## src/rtl/ysyx_23060096_pkg.sv

```systemverilog
// rtl/ysyx_23060096_pkg.sv - shared MemOP codes and LSU state encoding
//
// Purpose: constants shared by the LSU and its helpers.
//   MEMOP_*     : RISC-V func3 width/sign codes carried on MemOP
//   lsu_state_e : LSU transaction FSM states
package ysyx_23060096_pkg;

  localparam logic [2:0] MEMOP_B  = 3'b000;
  localparam logic [2:0] MEMOP_H  = 3'b001;
  localparam logic [2:0] MEMOP_W  = 3'b010;
  localparam logic [2:0] MEMOP_BU = 3'b100;
  localparam logic [2:0] MEMOP_HU = 3'b101;

  typedef enum logic [1:0] {
    LSU_IDLE = 2'd0,
    LSU_REQ  = 2'd1,
    LSU_WAIT = 2'd2,
    LSU_RESP = 2'd3
  } lsu_state_e;

endpackage

```

## src/rtl/ysyx_23060096_lsu_if.sv

```systemverilog
// rtl/ysyx_23060096_lsu_if.sv - data-memory port between LSU and memory
//
// Purpose: bundles the LSU data-memory request/response bus.
//   mem_req_valid/mem_req_ready : request handshake
//   mem_addr, mem_wen, mem_wdata, mem_wmask : request payload (word aligned)
//   mem_resp_valid, mem_rdata   : response strobe and word read data
// Modports: master = LSU side, slave = memory side.
interface ysyx_23060096_lsu_if;

  logic        mem_req_valid;
  logic        mem_req_ready;
  logic [31:0] mem_addr;
  logic        mem_wen;
  logic [31:0] mem_wdata;
  logic [3:0]  mem_wmask;
  logic        mem_resp_valid;
  logic [31:0] mem_rdata;

  modport master (
    output mem_req_valid, mem_addr, mem_wen, mem_wdata, mem_wmask,
    input  mem_req_ready, mem_resp_valid, mem_rdata
  );

  modport slave (
    input  mem_req_valid, mem_addr, mem_wen, mem_wdata, mem_wmask,
    output mem_req_ready, mem_resp_valid, mem_rdata
  );

endinterface

```

## src/rtl/ysyx_23060096_lsu_ext.sv

```systemverilog
// rtl/ysyx_23060096_lsu_ext.sv - load byte/halfword extraction and extension
//
// Purpose: pulls the addressed lane out of a memory word and extends it.
//   mem_rdata : 32-bit word as returned by memory
//   addr      : byte offset within the word
//   MemOP     : width/sign code
//   result    : right-aligned, sign/zero-extended load value
// Purely combinational so a cache refill path can reuse it.
module ysyx_23060096_lsu_ext
  import ysyx_23060096_pkg::*;
(
  input  logic [31:0] mem_rdata,
  input  logic [1:0]  addr,
  input  logic [2:0]  MemOP,
  output logic [31:0] result
);

  logic [31:0] shifted;

  assign shifted = mem_rdata >> {addr, 3'b000};

  always_comb begin
    result = shifted;
    case (MemOP)
      MEMOP_B:  result = {{24{shifted[7]}}, shifted[7:0]};
      MEMOP_H:  result = {{16{shifted[15]}}, shifted[15:0]};
      MEMOP_BU: result = {24'h0, shifted[7:0]};
      MEMOP_HU: result = {16'h0, shifted[15:0]};
      default:  result = shifted;
    endcase
  end

endmodule

```

## src/rtl/ysyx_23060096_lsu.sv

```systemverilog
// rtl/ysyx_23060096_lsu.sv - single-outstanding load/store unit
//
// Purpose: takes one memory op from execute, steers store lanes, runs one
// transaction on the data-memory port and returns extended load data or a
// store acknowledge to writeback.
//   clk, rst_n            : clock, asynchronous active-low reset
//   req_valid/req_ready   : request handshake from execute
//   MemWr, MemtoReg, MemOP: store / load / width-sign controls
//   addr, wdata           : byte address and right-aligned store data
//   mem                   : data-memory port (master side)
//   resp_valid/resp_ready : result handshake to writeback
//   resp_rdata, resp_err  : load result (0 for stores), error flag
module ysyx_23060096_lsu
  import ysyx_23060096_pkg::*;
#(
  parameter int XLEN = 32
) (
  input  logic                      clk,
  input  logic                      rst_n,
  input  logic                      req_valid,
  output logic                      req_ready,
  input  logic                      MemWr,
  input  logic                      MemtoReg,
  input  logic [2:0]                MemOP,
  input  logic [XLEN-1:0]           addr,
  input  logic [XLEN-1:0]           wdata,
  ysyx_23060096_lsu_if.master       mem,
  output logic                      resp_valid,
  input  logic                      resp_ready,
  output logic [XLEN-1:0]           resp_rdata,
  output logic                      resp_err
);

  lsu_state_e  state;
  logic [2:0]  op_r;
  logic [1:0]  lo_r;
  logic        load_r;

  logic        is_mem;
  logic        op_err;
  logic [3:0]  st_mask;
  logic [31:0] st_data;
  logic [31:0] ld_data;

  // Store wins when both controls are set.
  assign is_mem    = MemWr | MemtoReg;
  assign req_ready = (state == LSU_IDLE);

  always_comb begin
    case (MemOP)
      MEMOP_B, MEMOP_BU: op_err = 1'b0;
      MEMOP_H, MEMOP_HU: op_err = addr[0];
      MEMOP_W:           op_err = |addr[1:0];
      default:           op_err = 1'b1;
    endcase
  end

  // Data is replicated across lanes so the strobe alone selects the bytes.
  always_comb begin
    st_mask = 4'b0000;
    st_data = 32'h0;
    case (MemOP[1:0])
      2'b00: begin
        st_mask = 4'b0001 << addr[1:0];
        st_data = {4{wdata[7:0]}};
      end
      2'b01: begin
        st_mask = 4'b0011 << addr[1:0];
        st_data = {2{wdata[15:0]}};
      end
      default: begin
        st_mask = 4'b1111;
        st_data = wdata[31:0];
      end
    endcase
  end

  ysyx_23060096_lsu_ext u_ext (
    .mem_rdata (mem.mem_rdata),
    .addr      (lo_r),
    .MemOP     (op_r),
    .result    (ld_data)
  );

  always_ff @(posedge clk or negedge rst_n) begin
    if (!rst_n) begin
      state             <= LSU_IDLE;
      op_r              <= 3'b000;
      lo_r              <= 2'b00;
      load_r            <= 1'b0;
      mem.mem_req_valid <= 1'b0;
      mem.mem_addr      <= 32'h0;
      mem.mem_wen       <= 1'b0;
      mem.mem_wdata     <= 32'h0;
      mem.mem_wmask     <= 4'b0000;
      resp_valid        <= 1'b0;
      resp_rdata        <= '0;
      resp_err          <= 1'b0;
    end else begin
      case (state)
        LSU_IDLE: begin
          if (req_valid) begin
            op_r   <= MemOP;
            lo_r   <= addr[1:0];
            load_r <= MemtoReg & ~MemWr;
            if (!is_mem || op_err) begin
              // No-ops and errors complete without touching the bus.
              state      <= LSU_RESP;
              resp_valid <= 1'b1;
              resp_rdata <= '0;
              resp_err   <= is_mem;
            end else begin
              state             <= LSU_REQ;
              mem.mem_req_valid <= 1'b1;
              mem.mem_addr      <= {addr[31:2], 2'b00};
              mem.mem_wen       <= MemWr;
              mem.mem_wdata     <= MemWr ? st_data : 32'h0;
              mem.mem_wmask     <= MemWr ? st_mask : 4'b0000;
            end
          end
        end
        LSU_REQ: begin
          if (mem.mem_req_ready) begin
            mem.mem_req_valid <= 1'b0;
            state             <= LSU_WAIT;
          end
        end
        LSU_WAIT: begin
          if (mem.mem_resp_valid) begin
            resp_valid <= 1'b1;
            resp_rdata <= load_r ? ld_data : '0;
            resp_err   <= 1'b0;
            state      <= LSU_RESP;
          end
        end
        LSU_RESP: begin
          if (resp_ready) begin
            resp_valid <= 1'b0;
            state      <= LSU_IDLE;
          end
        end
        default: state <= LSU_IDLE;
      endcase
    end
  end

endmodule

```

## src/flat_wrapper.sv

```systemverilog
// flat-port wrapper written by rule: the top's interface ports become plain ports
module ysyx_23060096_lsu_flat import ysyx_23060096_pkg::*;
#(
  parameter int XLEN = 32
)
  (clk, rst_n, req_valid, req_ready, MemWr, MemtoReg, MemOP, addr, wdata, resp_valid, resp_ready, resp_rdata, resp_err, mem_mem_req_valid, mem_mem_addr, mem_mem_wen, mem_mem_wdata, mem_mem_wmask, mem_mem_req_ready, mem_mem_resp_valid, mem_mem_rdata);
  ysyx_23060096_lsu_if mem_i ();
  input  logic clk;
  input  logic rst_n;
  input  logic req_valid;
  output logic req_ready;
  input  logic MemWr;
  input  logic MemtoReg;
  input  logic [2:0] MemOP;
  input  logic [XLEN-1:0] addr;
  input  logic [XLEN-1:0] wdata;
  output logic resp_valid;
  input  logic resp_ready;
  output logic [XLEN-1:0] resp_rdata;
  output logic resp_err;
  output wire logic [$bits(mem_i.mem_req_valid)-1:0] mem_mem_req_valid;
  output wire logic [$bits(mem_i.mem_addr)-1:0] mem_mem_addr;
  output wire logic [$bits(mem_i.mem_wen)-1:0] mem_mem_wen;
  output wire logic [$bits(mem_i.mem_wdata)-1:0] mem_mem_wdata;
  output wire logic [$bits(mem_i.mem_wmask)-1:0] mem_mem_wmask;
  input wire logic [$bits(mem_i.mem_req_ready)-1:0] mem_mem_req_ready;
  input wire logic [$bits(mem_i.mem_resp_valid)-1:0] mem_mem_resp_valid;
  input wire logic [$bits(mem_i.mem_rdata)-1:0] mem_mem_rdata;
  assign mem_mem_req_valid = mem_i.mem_req_valid;
  assign mem_mem_addr = mem_i.mem_addr;
  assign mem_mem_wen = mem_i.mem_wen;
  assign mem_mem_wdata = mem_i.mem_wdata;
  assign mem_mem_wmask = mem_i.mem_wmask;
  assign mem_i.mem_req_ready = mem_mem_req_ready;
  assign mem_i.mem_resp_valid = mem_mem_resp_valid;
  assign mem_i.mem_rdata = mem_mem_rdata;
  ysyx_23060096_lsu #(.XLEN(XLEN)) u_core (.clk(clk), .rst_n(rst_n), .req_valid(req_valid), .req_ready(req_ready), .MemWr(MemWr), .MemtoReg(MemtoReg), .MemOP(MemOP), .addr(addr), .wdata(wdata), .mem(mem_i), .resp_valid(resp_valid), .resp_ready(resp_ready), .resp_rdata(resp_rdata), .resp_err(resp_err));
endmodule
```

## config.mk

```make
export PLATFORM = sky130hd
export DESIGN_NAME = ysyx_23060096_lsu_flat
export DESIGN_NICKNAME = d
export VERILOG_FILES = /design/src/rtl/ysyx_23060096_pkg.sv /design/src/rtl/ysyx_23060096_lsu_if.sv /design/src/rtl/ysyx_23060096_lsu_ext.sv /design/src/rtl/ysyx_23060096_lsu.sv /design/src/flat_wrapper.sv
export SDC_FILE = /design/constraint.sdc
export NUM_CORES = 1
export LEC_CHECK = 0
export ABC_AREA = 1
export CAP_MARGIN = 40
export CORE_AREA = 2 2 116 129
export CTS_CLUSTER_SIZE = 10
export DETAILED_ROUTE_END_ITERATION = 6
export DIE_AREA = 0 0 118 131
export GPL_TIMING_DRIVEN = 1
export PLACE_DENSITY_LB_ADDON = 0.12
export SYNTH_ARGS = -nofsm -noshare
export SYNTH_HDL_FRONTEND = slang
export SYNTH_SLANG_ARGS = --single-unit
```

## constraint.sdc

```tcl
create_clock -name clk -period 4.8 [get_ports clk]
set_input_delay 1.44 -clock clk [delete_from_list [all_inputs] [get_ports clk]]
set_output_delay 1.44 -clock clk [all_outputs]
set_load 0.02 [all_outputs]
```

==> impl_metrics.py <==
metrics = {
    "placement": {
        "dpl.cell_count": 1066,
        "gp_congestion": 0.837,
        "io_buffers": 209,
        "hpwlAfterDp_um": 11800,
        "place_ws_ns": 0.500,
    },
    "die": {
        "die_w_um": 118,
        "die_area_um2": 15500,
        "core-area_um2": 14200,
        "rows": 46,
        "pin_count": 212,
        "initial_utilization": 0.391,
        "fp.dieH_um": 131,
    },
    "worst_hold_path": {
        "hold_class": "register to register",
        "min-delay-start": "u_core.mem.mem_addr[8]",
        "hold_end": "u_core.mem.mem_addr[8]",
        "hold_depth": 2,
    },
    "finish": {
        "nets": 996,
        "num_antenna_cells": 0,
        "final_cells": 1082,
        "layout-drive-gt1-share": 0.0506,
        "syn_to_final_growth_pct": 42.2,
    },
    "clock_network": {
        "h-tree-depth": 3,
        "ctsHoldBuffers": 0,
        "cts_tree": "done",
        "max-clock-path-buffers": 2,
        "cts_setup_buffers": 0,
        "cts_resized": 0,
        "clkLatencyLatePin_ns": 0.35,
        "clkSinkCount": 110,
        "root_buffer": "clkbuf_16",
        "clkTransAtPathRegs_ns": 0.07,
        "cts_made_buffers": 9,
    },
    "synthesis": {
        "synth_cell_types": 31,
        "avgSynthCellArea_um2": 7.90,
        "yosysWarnings": 0,
        "synth_seq_cells": 110,
        "syn_inst": 703,
        "yosysSeqAreaShare": 0.495,
        "netlist_area_um2": 5560,
    },
    "timing": {
        "fin_ws_ns": 0.936,
        "setup_viol": 0,
        "hold-worst-slack_ns": 0.481,
        "finalMaxSlewViolations": 0,
        "rsz0062_at_grt": "false",
        "fmax_ghz": 0.259,
        "period_share": 0.805,
        "slew-limit-headroom": 0.377,
        "setup_tns_ns": 0,
        "skew_ns": 0.00876,
        "min_period_ns": 3.86,
        "tightest_slew_ns": 0.935,
        "finalHoldViolCount": 0,
    },
    "setup_path": {
        "r2r_slack_ns": 1.63,
        "reg2reg_to": "u_core.resp_rdata[17]",
        "startpoint_type": "input pin",
        "end_kind": "register",
        "worstPathRequired_ns": 5.06,
        "reg2reg_depth": 7,
        "path_max_fanout": 32,
        "crit_type": "input pin to register",
        "crit_arrival_ns": 4.13,
        "rr_startpoint": "u_core.lo_r[0]",
    },
    "flow_run": {
        "maxCapViolCount": 0,
    },
    "drt": {
        "drt-total-wl_um": 16100,
        "drt-initial-drc-count": 323,
        "wl_per_cell_um": 14.9,
        "drc": 0,
        "antenna_left": 0,
        "viasPerCell": 4.87,
        "vias": 5272,
        "firstDrtPassIters": 5,
    },
    "status": {
        "status": "finished clean",
    },
    "global_routing": {
        "grt_pass1_vias": 5255,
        "grt_first_pass_wirelength_um": 25700,
        "grt.met2_usage": 0.366,
        "track_usage": 0.208,
        "grt_use_met3": 0.0564,
        "gr-total-overflow": 0,
        "antenna_found_initial": 0,
        "top_usage_layer": "met2",
        "grt_use_met1": 0.244,
        "grt_max_degree": 75,
    },
    "power": {
        "power.leakage_nw": 3.72,
        "p_total_mw": 4.71,
        "power_density_nw_per_um2": 596,
        "worst_ir_drop_vdd_uv": 324,
    },
}
cell families after synthesis:
family,share of synthesized area
simple gates,0.280
compound gates,0.128
flops,0.495
buf+inv,0.0829
fa+ha+maj,0.00901
mux,0.00360
other cells,0.000675
synth_stat cells:
library cell | count | area, um2
a21oi_1 | 27 | 135
buf_2 | 14 | 70.1
buf_4 | 12 | 90.1
buf_6 | 9 | 101
buf_8 | 1 | 15.0
clkbuf_1 | 6 | 22.5
clkinv_1 | 1 | 3.75
conb_1 | 1 | 3.75
dfrtp_1 | 110 | 2750
ha_1 | 4 | 50.1
inv_1 | 38 | 143
inv_2 | 4 | 15.0
mux2i_1 | 2 | 20.0
nand2_1 | 300 | 1130
nand2_2 | 2 | 12.5
nand2_4 | 3 | 33.8
nand3_1 | 24 | 120
nand3_2 | 1 | 10.0
nand3b_1 | 1 | 7.51
nand4_1 | 16 | 100
nor2_1 | 20 | 75.1
nor2_2 | 2 | 12.5
nor2_4 | 3 | 33.8
nor2_8 | 1 | 20.0
o211ai_1 | 10 | 75.1
o21ai_0 | 39 | 195
o21ai_1 | 37 | 185
o21ai_2 | 10 | 87.6
o21bai_1 | 1 | 7.51
o221ai_1 | 3 | 26.3
or2_0 | 1 | 6.26
worst max-delay path by stage:
stage	startpoint	to	slack, ns	cells past startpoint
2_1_floorplan	MemWr	u_core.mem.mem_wdata[25]	2.32	8
3_3_place_gp	MemOP[1]	u_core.mem.mem_wdata[15]	0.65	9
3_5_place_dp	MemOP[1]	u_core.mem.mem_wdata[16]	0.50	9
4_1_cts	MemOP[1]	u_core.mem.mem_wdata[16]	0.89	9
5_1_grt	MemOP[1]	u_core.mem.mem_wdata[16]	0.65	9
6_report	MemOP[1]	u_core.mem.mem_wdata[16]	0.94	9
cells in the final DEF, fill, tap and decap left out, types with 16 or more instances in the layout:
| cell type | count |
|---|---|
| nand4_1 | 16 |
| a21oi_1 | 27 |
| inv_1 | 38 |
| o21ai_0 | 39 |
| nor2_1 | 20 |
| clkdlybuf4s50_1 | 208 |
| nand2_1 | 300 |
| dfrtp_1 | 110 |
| nand3_1 | 24 |
| o21ai_1 | 37 |
final cells by class:
type / instances / area, um2
clock buffer: 12 / 256
multi-input combinational: 509 / 2350
sequential: 110 / 2750
inverter: 43 / 161
timing repair buffer: 212 / 2110
clock inverter: 4 / 28.8
fill: 1367 / 6320
tap: 192 / 240
sequential cells by signal (all words and copies together) (netlist names):
signal	flops
u_core.mem.mem_wdata	32
u_core.resp_rdata	32
u_core.mem.mem_addr	30
u_core.mem.mem_wmask	4
u_core.op_r	3
u_core.lo_r	2
u_core.state	2
u_core.load_r	1
u_core.mem.mem_req_valid	1
u_core.mem.mem_wen	1
u_core.resp_err	1
u_core.resp_valid	1
worst max-delay path, stage by stage:
cell and delay (ns):
clkdlybuf4s50_1 0.70, inv_2 0.30, nand2_4 0.22, nor2_4 0.06, nor2_4 0.10, nand3_2 0.08
inv_2 0.40, nand2_2 0.51, o21ai_0 0.31
metal layers:
metal  vias up  share of wire
li1       2617              -
met1      2461           0.41
met2       169           0.49
met3        25          0.069
met4         0          0.024
met5         -              0
power breakdown:
| group | total, mW | internal, mW | switching (mW) |
|---|---|---|---|
| sequential | 1.57 | 1.29 | 0.281 |
| combinational | 2.40 | 1.01 | 1.39 |
| clock | 0.733 | 0.383 | 0.351 |
per-stage QoR:
step / instance area [um2] / util
global route: 7900 / 0.556
detailed placement: 7610 / 0.536
CTS: 7900 / 0.556
floorplan: 5560 / -
finish: 7900 / 0.556
global placement: 7610 / 0.536
Power figures use the tool's default switching activity.
